<file path="config.mk">
export PLATFORM = sky130hd
export DESIGN_NAME = inst_fetch_queue
export DESIGN_NICKNAME = d
export VERILOG_FILES = /design/src/rtl/inst_fetch_queue_pkg.sv /design/src/rtl/ifq_fifo.sv /design/src/rtl/inst_fetch_queue.sv
export SDC_FILE = /design/constraint.sdc
export NUM_CORES = 1
export LEC_CHECK = 0
export ABC_AREA = 1
export CELL_PAD_IN_SITES_DETAIL_PLACEMENT = 1
export CELL_PAD_IN_SITES_GLOBAL_PLACEMENT = 1
export CORE_ASPECT_RATIO = 1.1
export CORE_UTILIZATION = 28
export DETAILED_ROUTE_END_ITERATION = 10
export MAX_ROUTING_LAYER = met4
export PLACE_DENSITY_LB_ADDON = 0.1
export SLEW_MARGIN = 0
export SYNTH_ARGS = -nofsm -noshare
export SYNTH_HDL_FRONTEND = slang
export SYNTH_HIERARCHICAL = 1
export SYNTH_SLANG_ARGS = --single-unit
</file>
<file path="constraint.sdc">
create_clock -name clk -period 2.51 [get_ports clk]
set_clock_uncertainty 0.15 [all_clocks]
set_input_delay 0.3765 -clock clk [delete_from_list [all_inputs] [get_ports clk]]
set_output_delay 0.3765 -clock clk [all_outputs]
set_load 0.02 [all_outputs]
</file>
<file path="src/rtl/inst_fetch_queue_pkg.sv">
// Shared constants and types for the instruction fetch queue.
//   INST_WIDTH / INST_ADDR_WIDTH : instruction word and fetch address widths
//   IFQ_DEPTH                    : default queue depth / outstanding-request limit
//   ifq_state_e                  : FETCH (responses enqueue) / DRAIN (stale responses dropped)
//   ifq_entry_t                  : one queue entry, {instruction, address}
package inst_fetch_queue_pkg;

  localparam int INST_WIDTH      = 32;
  localparam int INST_ADDR_WIDTH = 32;
  localparam int IFQ_DEPTH       = 4;

  typedef enum logic {
    FETCH = 1'b0,
    DRAIN = 1'b1
  } ifq_state_e;

  typedef struct packed {
    logic [INST_WIDTH-1:0]      inst;
    logic [INST_ADDR_WIDTH-1:0] addr;
  } ifq_entry_t;

  // Force a byte address onto a word boundary.
  function automatic logic [INST_ADDR_WIDTH-1:0] word_align(
    input logic [INST_ADDR_WIDTH-1:0] a
  );
    return a & ~INST_ADDR_WIDTH'(3);
  endfunction

endpackage

</file>
<file path="src/rtl/ifq_fifo.sv">
// Storage ring for the instruction fetch queue. Holds only data and
// read/write pointers; occupancy is tracked by the owner, which never pushes
// into a full ring nor pops an empty one.
//   clk, rst_n      : clock, asynchronous active-low reset
//   push, push_data : write one entry at the tail
//   pop             : retire the head entry
//   clear           : drop all entries (pointers back to zero), wins over push/pop
//   head_data       : entry at the head (meaningful only when occupancy != 0)
module ifq_fifo #(
  parameter int DEPTH = 4,
  parameter int WIDTH = 64
) (
  input  logic             clk,
  input  logic             rst_n,
  input  logic             push,
  input  logic [WIDTH-1:0] push_data,
  input  logic             pop,
  input  logic             clear,
  output logic [WIDTH-1:0] head_data
);

  localparam int AW = (DEPTH > 1) ? $clog2(DEPTH) : 1;

  logic [WIDTH-1:0] mem [DEPTH];
  logic [AW-1:0]    wr_ptr, rd_ptr;

  // DEPTH is a power of two, so pointers wrap naturally.
  always_ff @(posedge clk or negedge rst_n) begin
    if (!rst_n) begin
      wr_ptr <= '0;
      rd_ptr <= '0;
      for (int i = 0; i < DEPTH; i++) mem[i] <= '0;
    end else if (clear) begin
      wr_ptr <= '0;
      rd_ptr <= '0;
    end else begin
      if (push) begin
        mem[wr_ptr] <= push_data;
        wr_ptr      <= wr_ptr + 1'b1;
      end
      if (pop) rd_ptr <= rd_ptr + 1'b1;
    end
  end

  assign head_data = mem[rd_ptr];

endmodule

</file>
<file path="src/rtl/inst_fetch_queue.sv">
// Instruction fetch queue: issues sequential word fetches to instruction
// memory, buffers in-order responses with their addresses, and hands them to
// IF/ID. A redirect flushes the queue and refetches from the new address;
// responses still in flight for the old stream are counted and dropped.
//   clk, rst                       : clock, asynchronous active-low reset
//   mem_req_o/mem_addr_o/mem_gnt_i : fetch request handshake
//   mem_rvalid_i/mem_rdata_i       : in-order fetch responses
//   redirect_i/redirect_addr_i     : control-flow change from the core
//   inst_valid_o/inst_o/inst_addr_o: queue head toward IF/ID
//   inst_ready_i                   : core consumes the head this cycle
module inst_fetch_queue
  import inst_fetch_queue_pkg::*;
#(
  parameter int                         DEPTH    = IFQ_DEPTH,
  parameter logic [INST_ADDR_WIDTH-1:0] RESET_PC = 32'h0000_0000
) (
  input  logic                       clk,
  input  logic                       rst,
  output logic                       mem_req_o,
  output logic [INST_ADDR_WIDTH-1:0] mem_addr_o,
  input  logic                       mem_gnt_i,
  input  logic                       mem_rvalid_i,
  input  logic [INST_WIDTH-1:0]      mem_rdata_i,
  input  logic                       redirect_i,
  input  logic [INST_ADDR_WIDTH-1:0] redirect_addr_i,
  output logic                       inst_valid_o,
  output logic [INST_WIDTH-1:0]      inst_o,
  output logic [INST_ADDR_WIDTH-1:0] inst_addr_o,
  input  logic                       inst_ready_i
);

  localparam int              CW      = $clog2(DEPTH) + 1;
  localparam logic [CW:0]     DEPTH_C = (CW+1)'(DEPTH);

  ifq_state_e                 state_q, state_d;
  logic [CW-1:0]              count_q, count_d;
  logic [CW-1:0]              outstanding_q, outstanding_d;
  logic [CW-1:0]              discard_q, discard_d;
  logic [INST_ADDR_WIDTH-1:0] pc_q, pc_d;
  logic [INST_ADDR_WIDTH-1:0] rsp_ptr_q, rsp_ptr_d;

  logic       grant, rsp, push, pop;
  logic [CW:0] inflight;
  ifq_entry_t push_entry, head_entry;

  // Queue slots are reserved at request time: occupied + in flight never
  // exceeds DEPTH, so every accepted response is guaranteed a slot.
  assign inflight  = {1'b0, count_q} + {1'b0, outstanding_q};
  assign mem_req_o = rst & ~redirect_i & (inflight < DEPTH_C);
  assign mem_addr_o = pc_q;
  assign grant     = mem_req_o & mem_gnt_i;

  // A response with nothing outstanding cannot be ours; ignore it.
  assign rsp  = mem_rvalid_i & (outstanding_q != '0);
  // Responses in the redirect cycle or while draining belong to the old stream.
  assign push = rsp & (state_q == FETCH) & ~redirect_i;
  assign pop  = inst_valid_o & inst_ready_i & ~redirect_i;

  assign push_entry = '{inst: mem_rdata_i, addr: rsp_ptr_q};

  always_comb begin
    outstanding_d = outstanding_q;
    if (grant && !rsp)      outstanding_d = outstanding_q + 1'b1;
    else if (!grant && rsp) outstanding_d = outstanding_q - 1'b1;

    count_d = count_q;
    if (redirect_i)         count_d = '0;
    else if (push && !pop)  count_d = count_q + 1'b1;
    else if (!push && pop)  count_d = count_q - 1'b1;
  end

  // Next-state: FSM, discard counter and the two address pointers.
  always_comb begin
    state_d   = state_q;
    discard_d = discard_q;
    pc_d      = pc_q;
    rsp_ptr_d = rsp_ptr_q;
    if (grant) pc_d      = pc_q + 32'd4;
    if (push)  rsp_ptr_d = rsp_ptr_q + 32'd4;
    if (redirect_i) begin
      // Everything still in flight (minus this cycle's response) is stale,
      // including requests already issued to a previous redirect target.
      pc_d      = word_align(redirect_addr_i);
      rsp_ptr_d = word_align(redirect_addr_i);
      discard_d = outstanding_q - CW'(rsp);
      state_d   = (discard_d != '0) ? DRAIN : FETCH;
    end else if (state_q == DRAIN && rsp) begin
      discard_d = discard_q - 1'b1;
      if (discard_q == CW'(1)) state_d = FETCH;
    end
  end

  always_ff @(posedge clk or negedge rst) begin
    if (!rst) begin
      state_q       <= FETCH;
      count_q       <= '0;
      outstanding_q <= '0;
      discard_q     <= '0;
      pc_q          <= RESET_PC;
      rsp_ptr_q     <= RESET_PC;
    end else begin
      state_q       <= state_d;
      count_q       <= count_d;
      outstanding_q <= outstanding_d;
      discard_q     <= discard_d;
      pc_q          <= pc_d;
      rsp_ptr_q     <= rsp_ptr_d;
    end
  end

  ifq_fifo #(
    .DEPTH (DEPTH),
    .WIDTH ($bits(ifq_entry_t))
  ) u_fifo (
    .clk       (clk),
    .rst_n     (rst),
    .push      (push),
    .push_data (push_entry),
    .pop       (pop),
    .clear     (redirect_i),
    .head_data (head_entry)
  );

  // Head is forced to zero when empty so stale ring contents never show.
  assign inst_valid_o = (count_q != '0);
  assign inst_o       = inst_valid_o ? head_entry.inst : '0;
  assign inst_addr_o  = inst_valid_o ? head_entry.addr : '0;

endmodule

</file>
==> results of run 1 <==
worst max path at each step:
| stage | startpoint | endpoint | slack (ns) | cells past startpoint |
|---|---|---|---|---|
| after global routing | u_fifo/rd_ptr[0]$_DFFE_PN0P_ | inst_addr_o[5] | -0.19 | 10 |
| after global placement | u_fifo/rd_ptr[0]$_DFFE_PN0P_ | inst_addr_o[1] | 0.003 | 8 |
| after floorplan | count_q[1]$_DFFE_PN0P_ | outstanding_q[2]$_DFFE_PN0P_ | 0.002 | 13 |
| final | u_fifo/rd_ptr[0]$_DFFE_PN0P_ | inst_addr_o[25] | -0.12 | 10 |
| after detailed placement | u_fifo/rd_ptr[0]$_DFFE_PN0P_ | inst_o[24] | 0.03 | 8 |
| after CTS | u_fifo/rd_ptr[0]$_DFFE_PN0P_ | inst_addr_o[5] | -0.18 | 10 |
per-layer routing:
layer	track usage, %	share of wire [%]	up-vias
met4	6.41	2.7	0
met2	37.8	51	232
met5	-	0	-
met3	2.74	2.8	107
met1	26.1	43	9223
li1	-	-	9065
power groups by stage:
stage,combinational [W],clock [W],sequential (W)
floorplan,0.00471,0,0.00709
global placement,0.00793,0,0.00724
detailed placement,0.00807,0,0.00728
CTS,0.00835,0.00628,0.00721
global route,0.00972,0.00649,0.00736
finish,0.00878,0.00606,0.00720
metrics by stage:
stage / instances / TNS, ns / utilization [%] / power [W] / area [um2]
finish: 3907 / -1.15 / 35.6 / 0.0220 / 24600
global route: 3907 / -7.38 / 35.6 / 0.0236 / 24600
CTS: 3909 / -6.31 / 35.0 / 0.0218 / 24200
detailed placement: 3808 / 0 / 32.3 / 0.0154 / 22300
global placement: 3808 / 0 / 32.3 / 0.0152 / 22300
floorplan: 2808 / 0 / - / 0.0118 / 19700
worst reg2reg max path, delay by kind of cell, from the launching register on:
family,cells,cell delay [ns]
adders and majority gates,3,0.78
and+or+nand+nor,4,0.44
DFF,1,0.42
AOI/OAI and AO/OA,2,0.22
xor gates and xnor gates,1,0.14
buffers and inverters,2,0.11
cells in the mapped netlist (2+ instances only):
| cell type | number |
|---|---|
| nand2_1 | 1118 |
| inv_1 | 386 |
| dfrtp_1 | 330 |
| nand4_1 | 262 |
| nand3_1 | 193 |
| nor2_1 | 151 |
| buf_2 | 97 |
| buf_6 | 36 |
| o21ai_0 | 25 |
| buf_4 | 23 |
| a21oi_1 | 20 |
| clkbuf_1 | 15 |
| nand3b_1 | 14 |
| nor2_2 | 14 |
| xor2_1 | 14 |
| ha_1 | 13 |
| o211ai_1 | 12 |
| inv_2 | 10 |
| nand2_2 | 9 |
| xnor2_1 | 7 |
| nand3_2 | 6 |
| nor3_1 | 6 |
| a31oi_1 | 5 |
| nand3_4 | 5 |
| o21ai_1 | 5 |
| nor2_4 | 4 |
| buf_1 | 3 |
| nand2_4 | 3 |
| clkbuf_8 | 2 |
| fa_1 | 2 |
what timing repair did:
action / CTS / global route
gates resized for setup: 414 / 168
endpoints found under the setup margin: 65 / 64
hold endpoints to repair: 287 / 0
hold buffers: 1 / 0
buffers inserted: 15 / 4
gates cloned: 8 / 1
pin swaps: 22 / 58
area by class of cell:
class                   instances  share of cell area (%)
repair buffers                269                    12.0
flip-flops and latches        330                    33.6
clock inverters                 5                   0.203
multi-input cells            1906                    38.1
inverters                     396                    6.16
diodes                          2                  0.0203
well taps                     927                    4.71
clock buffers                  72                    5.27
cell families after synthesis:
| family | Yosys count | share of synthesized area (%) |
|---|---|---|
| other cells | 1 | 0.0191 |
| buf+inv | 572 | 13.5 |
| fa+ha+maj | 15 | 1.03 |
| compound gates | 70 | 2.02 |
| xor+xnor | 21 | 0.937 |
| simple gates | 1790 | 40.4 |
| flops | 330 | 42.1 |
sequential cells by signal, indices dropped and copies added, names as in the netlist:
signal	cells
u_fifo/wr_ptr	2
u_fifo/rd_ptr	2
state_q	1
u_fifo/mem	256
discard_q	3
outstanding_q	3
count_q	3
rsp_ptr_q	30
mem_addr_o	30
==> flow_summary.yaml, run 1 <==
finish:
  register_area_mm2: 0.00826
  syn2layout_area_growth_pct: 25.4
  multi_input_area_mm2: 0.00938
  final_common_cell: "nand2_1"
  drive_gt1_share_pct: 15.3
  layout_common_cells: "nand2_1, inv_1, dfrtp_1"
  fillCellCount: 8409
  finalNetCount: 3031
route:
  route.detailed.drc: 0
  ant_nets: 0
  first_pass_iters: 5
  drt_iter0_drc: 821
  routedWlPerCell_um: 19.0
  totalWireLength_mm: 74.3
  viasPerCell: 4.77
  route.vias.total: 18600
synthesis:
  yosysUniqueCellTypes: 39
  synth_top_area_cell: "dfrtp_1"
  yosysTopAreaCellShare_pct: 42.1
  ys_seq_area_share_pct: 42.1
  synth_seq_cells: 330
  synth_flop_cell: "dfrtp_1"
  netlist_area_mm2: 0.0196
  postSynthCellCount: 2799
  synthTopCellsByArea: "dfrtp_1, nand2_1, nand4_1"
  avgSynthCellArea_um2: 7.01
  async_reset_ff_share_pct: 100
  synth_warnings: 6
  synth_enable_flop_cells: 0
power:
  clkPwrFrac_pct: 27.5
  leakage_nw: 12.3
  internal_power_w: 0.0133
  power.share.combinational_pct: 39.8
  power_per_cell_area_mw_per_mm2: 895
  switching_power_w: 0.00877
  seqPwrFrac_pct: 32.7
  max-vdd-ir-drop_mv: 0.440
  switching_share_pct: 39.8
placement:
  io_buffers: 163
  place_hpwl_mm: 46.1
  routabilityCongestion: 0.830
  place_ws_ns: 0.0257
timing:
  whs_ns: 0.186
  hold_viol_final: 0
  fin_crit_sh_pct: 105
  maxSlewViolCount: 0
  maxSlewHeadroom_pct: 45.4
  fmax_mhz: 381
  setup_viol: 35
  worstMarginPinSlew_ns: 0.819
  setup_slack_ns: -0.115
  timing.final.crit_period_ns: 2.63
  grt_setup_unrepaired: "true"
critical_path:
  worstRegToRegCells: 12
  r2r_slack_ns: 0.13
  r2r_end: "outstanding_q[2]$_DFFE_PN0P_"
  startpoint_type: "flop"
  critPathMaxStageDelay_ns: 0.51
  crit_type: "reg -> out"
  slowest_stage: "dfrtp_4"
  crit_arrival_ns: 2.10
  path_cells: "clkinv_8 -> buf_12 -> buf_16 -> buf_8 -> nand2_4 -> nand3_2 -> nand2_2 -> inv_2 -> nor2_4 -> buf_6"
  crit_required_ns: 1.98
  cp_max_fo: 7
  cp.buffers_inverters: 6
  cp-end-kind: "primary output"
  crit_family: "buffers and inverters"
  regToRegStartpoint: "count_q[1]$_DFFE_PN0P_"
hold_path:
  hold-path-endpoint: "u_fifo/rd_ptr[1]$_DFFE_PN0P_"
  min_from: "redirect_i"
  min_path_cells: 3
  min_path_type: "in -> reg"
grt:
  grt_pass1_wl_mm: 116
  grt_pass1_vias: 19700
  grtUsageTotal_pct: 21.7
  grt_max_degree: 128
  overflow: 0
  grt_antenna_before_repair: 3
floorplanning:
  die_h_um: 280
  io_pins: 168
  coreArea_mm2: 0.0691
  dieArea_mm2: 0.0711
  start_util_pct: 28.4
  die_w_um: 254
  num_rows: 101
clocking:
  clk_latency_ns: 0.57
  tritoncts: "yes"
  clkTransAtPathRegs_ns: 0.05
  cts.sinks: 330
  numCtsBuffers: 43
  cts_max_path_buffers: 3
  htreeDepth: 2
  clockRootBuffer: "clkbuf_16"
outcome:
  failed_checks: "setup timing"
  outcome: "finished with violations"
flow_run:
  cap_viol_max_count: 0
(Power assumes the default switching activity.)
==> inputs of run 2 (changes only) <==
CORE_MARGIN = 8   (was default)
RECOVER_POWER = 100   (was default)
SLEW_MARGIN = 10   (was 0)
==> flow_summary.yaml, run 2 (synthesis gave the netlist of run 1 again) <==
power:
  fin_total_pwr_w: 0.0217
  leakage_nw: 12.3
  power_per_cell_area_mw_per_mm2: 894
  max-vdd-ir-drop_mv: 0.398
grt:
  globalRoute.busiestLayer: "met2"
  grt_pass1_vias: 19800
  grt_max_degree: 124
  grt_antenna_before_repair: 0
  grt_pass1_wl_mm: 117
  grtUsageMet1_pct: 24.4
  grtUsageMet2_pct: 32.7
  overflow: 0
  grtUsageTotal_pct: 19.4
  grtUsageMet3_pct: 2.66
clocking:
  numCtsBuffers: 43
  clkTransAtPathRegs_ns: 0.05
  tritoncts: "yes"
  clk_latency_ns: 0.57
  cts.sinks: 330
  cts_max_path_buffers: 3
  htreeDepth: 2
  clockRootBuffer: "clkbuf_16"
floorplanning:
  die_w_um: 268
  dieArea_mm2: 0.0788
  die_h_um: 294
  start_util_pct: 28.1
  num_rows: 102
  io_pins: 168
  coreArea_mm2: 0.0699
hold_path:
  min_from: "redirect_i"
  min_path_type: "in -> reg"
  min_path_cells: 3
critical_path:
  r2r_end: "mem_addr_o[9]$_DFFE_PN0P_"
  cp.buffers_inverters: 6
  crit_type: "reg -> out"
  path_cells: "buf_6 -> buf_16 -> buf_4 -> nand2_1 -> nand3_1 -> nand2_1 -> inv_1 -> nor2_1 -> buf_4 -> buf_6"
  startpoint_type: "flop"
  cp-end-kind: "primary output"
  slowest_stage: "dfrtp_4"
  worstRegToRegCells: 10
  crit_start: "u_fifo/rd_ptr[0]$_DFFE_PN0P_"
  cp-endpoint: "inst_addr_o[20]"
  regToRegStartpoint: "count_q[1]$_DFFE_PN0P_"
  crit_family: "buffers and inverters"
  path_depth: 10
  critPathMaxStageDelay_ns: 0.49
  r2r_slack_ns: 0.08
  crit_required_ns: 1.98
  crit_arrival_ns: 2.13
  cp_max_fo: 10
finish:
  antennaDiodeCount: 0
  fillCellCount: 8609
  layout_common_cells: "nand2_1, inv_1, dfrtp_1"
  final_common_cell: "nand2_1"
  finalNetCount: 3031
  drive_gt1_share_pct: 12.7
  syn2layout_area_growth_pct: 23.8
  stdcell_count: 3908
  regMostFlops: "u_fifo/mem"
  largest_reg_flops: 256
placement:
  io_buffers: 163
  routabilityCongestion: 0.850
  place_hpwl_mm: 46.5
  dp.cells: 3803
timing:
  fmax_mhz: 377
  maxSlewHeadroom_pct: -3.72
  timing.final.crit_period_ns: 2.65
  setup_viol: 40
  worstMarginPinSlew_ns: 1.56
  setup_slack_ns: -0.142
  grt_setup_unrepaired: "true"
  maxSlewViolCount: 99
  fin_crit_sh_pct: 106
  hold_viol_final: 0
route:
  route.detailed.drc: 0
  drt_iter0_drc: 917
  ant_nets: 0
  first_pass_iters: 5
  routedWlPerCell_um: 19.6
  route.vias.total: 18700
  totalWireLength_mm: 76.6
  viasPerCell: 4.78
outcome:
  outcome: "finished with violations"
  failed_checks: "capacitance limit, slew limit, setup timing"
flow_run:
  cap_viol_max_count: 1
-- run 2: changes by cell type in the layout (fill, tap and decap cells not counted), moves of 13 or more --
cell and change:
clkdlybuf4s50_1 -31, dlygate4sd3_1 +30, inv_1 +14, inv_2 -13
nand2_1 +25, nand2_4 -17, nand3_1 +33, nand3_2 -30
-- run 2: final cells by class --
type                            instances  area, um2  area share, %
Multi-Input combinational cell       1906       9000           37.1
Sequential cell                       330       8260           34.0
Timing Repair Buffer                  268       3040           12.5
Inverter                              396       1520           6.24
Clock buffer                           67       1270           5.22
Tap cell                              936       1170           4.82
Clock inverter                          4       20.0         0.0824
Timing Repair inverter                  1       20.0         0.0824
-- run 2: worst min path at each step --
stage / to
2_1_floorplan: count_q[0]$_DFFE_PN0P_
3_3_place_gp: u_fifo/mem[52]$_DFFE_PN0P_
3_5_place_dp: u_fifo/mem[173]$_DFFE_PN0P_
4_1_cts: u_fifo/rd_ptr[1]$_DFFE_PN0P_
5_1_grt: u_fifo/rd_ptr[1]$_DFFE_PN0P_
6_report: u_fifo/rd_ptr[1]$_DFFE_PN0P_
-- run 2: routing by layer --
metal  vias to the layer above  share of wire (%)
li1                       9067                  -
met1                      9218                 45
met2                       295                 49
met3                        93                3.4
met4                         0                2.5
met5                         -                  0
-- run 2: power breakdown --
group,total (W),switching [W],leakage [nW],internal (W)
clock,0.00586,0.00242,0.632,0.00343
sequential,0.00718,0.000885,4.38,0.00629
combinational,0.00868,0.00531,7.34,0.00337
-- run 2: timing repair --
| action | 4_1_cts | 5_1_grt |
|---|---|---|
| resized for setup | 268 | 198 |
| buffers inserted | 6 | 7 |
| gates cloned | 4 | 16 |
| setup endpoints to repair | 65 | 67 |
| endpoints found under the hold margin | 186 | 0 |
| hold buffers | 1 | 0 |
| pin swaps | 5 | 26 |
-- run 2: worst reg2reg max path, delay by kind of cell, from the launching register on --
family                     cells  cell delay [ns]
DFF                            1             0.41
and+or+nand+nor                6             0.86
adders and majority gates      1             0.31
buffers and inverters          2             0.48
AOI/OAI and AO/OA              1             0.09
-- run 2: stage by stage --
step	TNS (ns)	worst slack, ns	hold WS (ns)	instance area (um2)	util (%)
after floorplan	0	0.00223	-0.0691	19700	-
after global placement	-0.0486	-0.0287	0.303	22200	31.7
after detailed placement	-0.0112	-0.0112	0.308	22200	31.7
after CTS	-7.85	-0.275	0.162	23800	34.0
after global routing	-15.01	-0.225	0.188	24300	34.7
final	-1.79	-0.142	0.161	24300	34.7
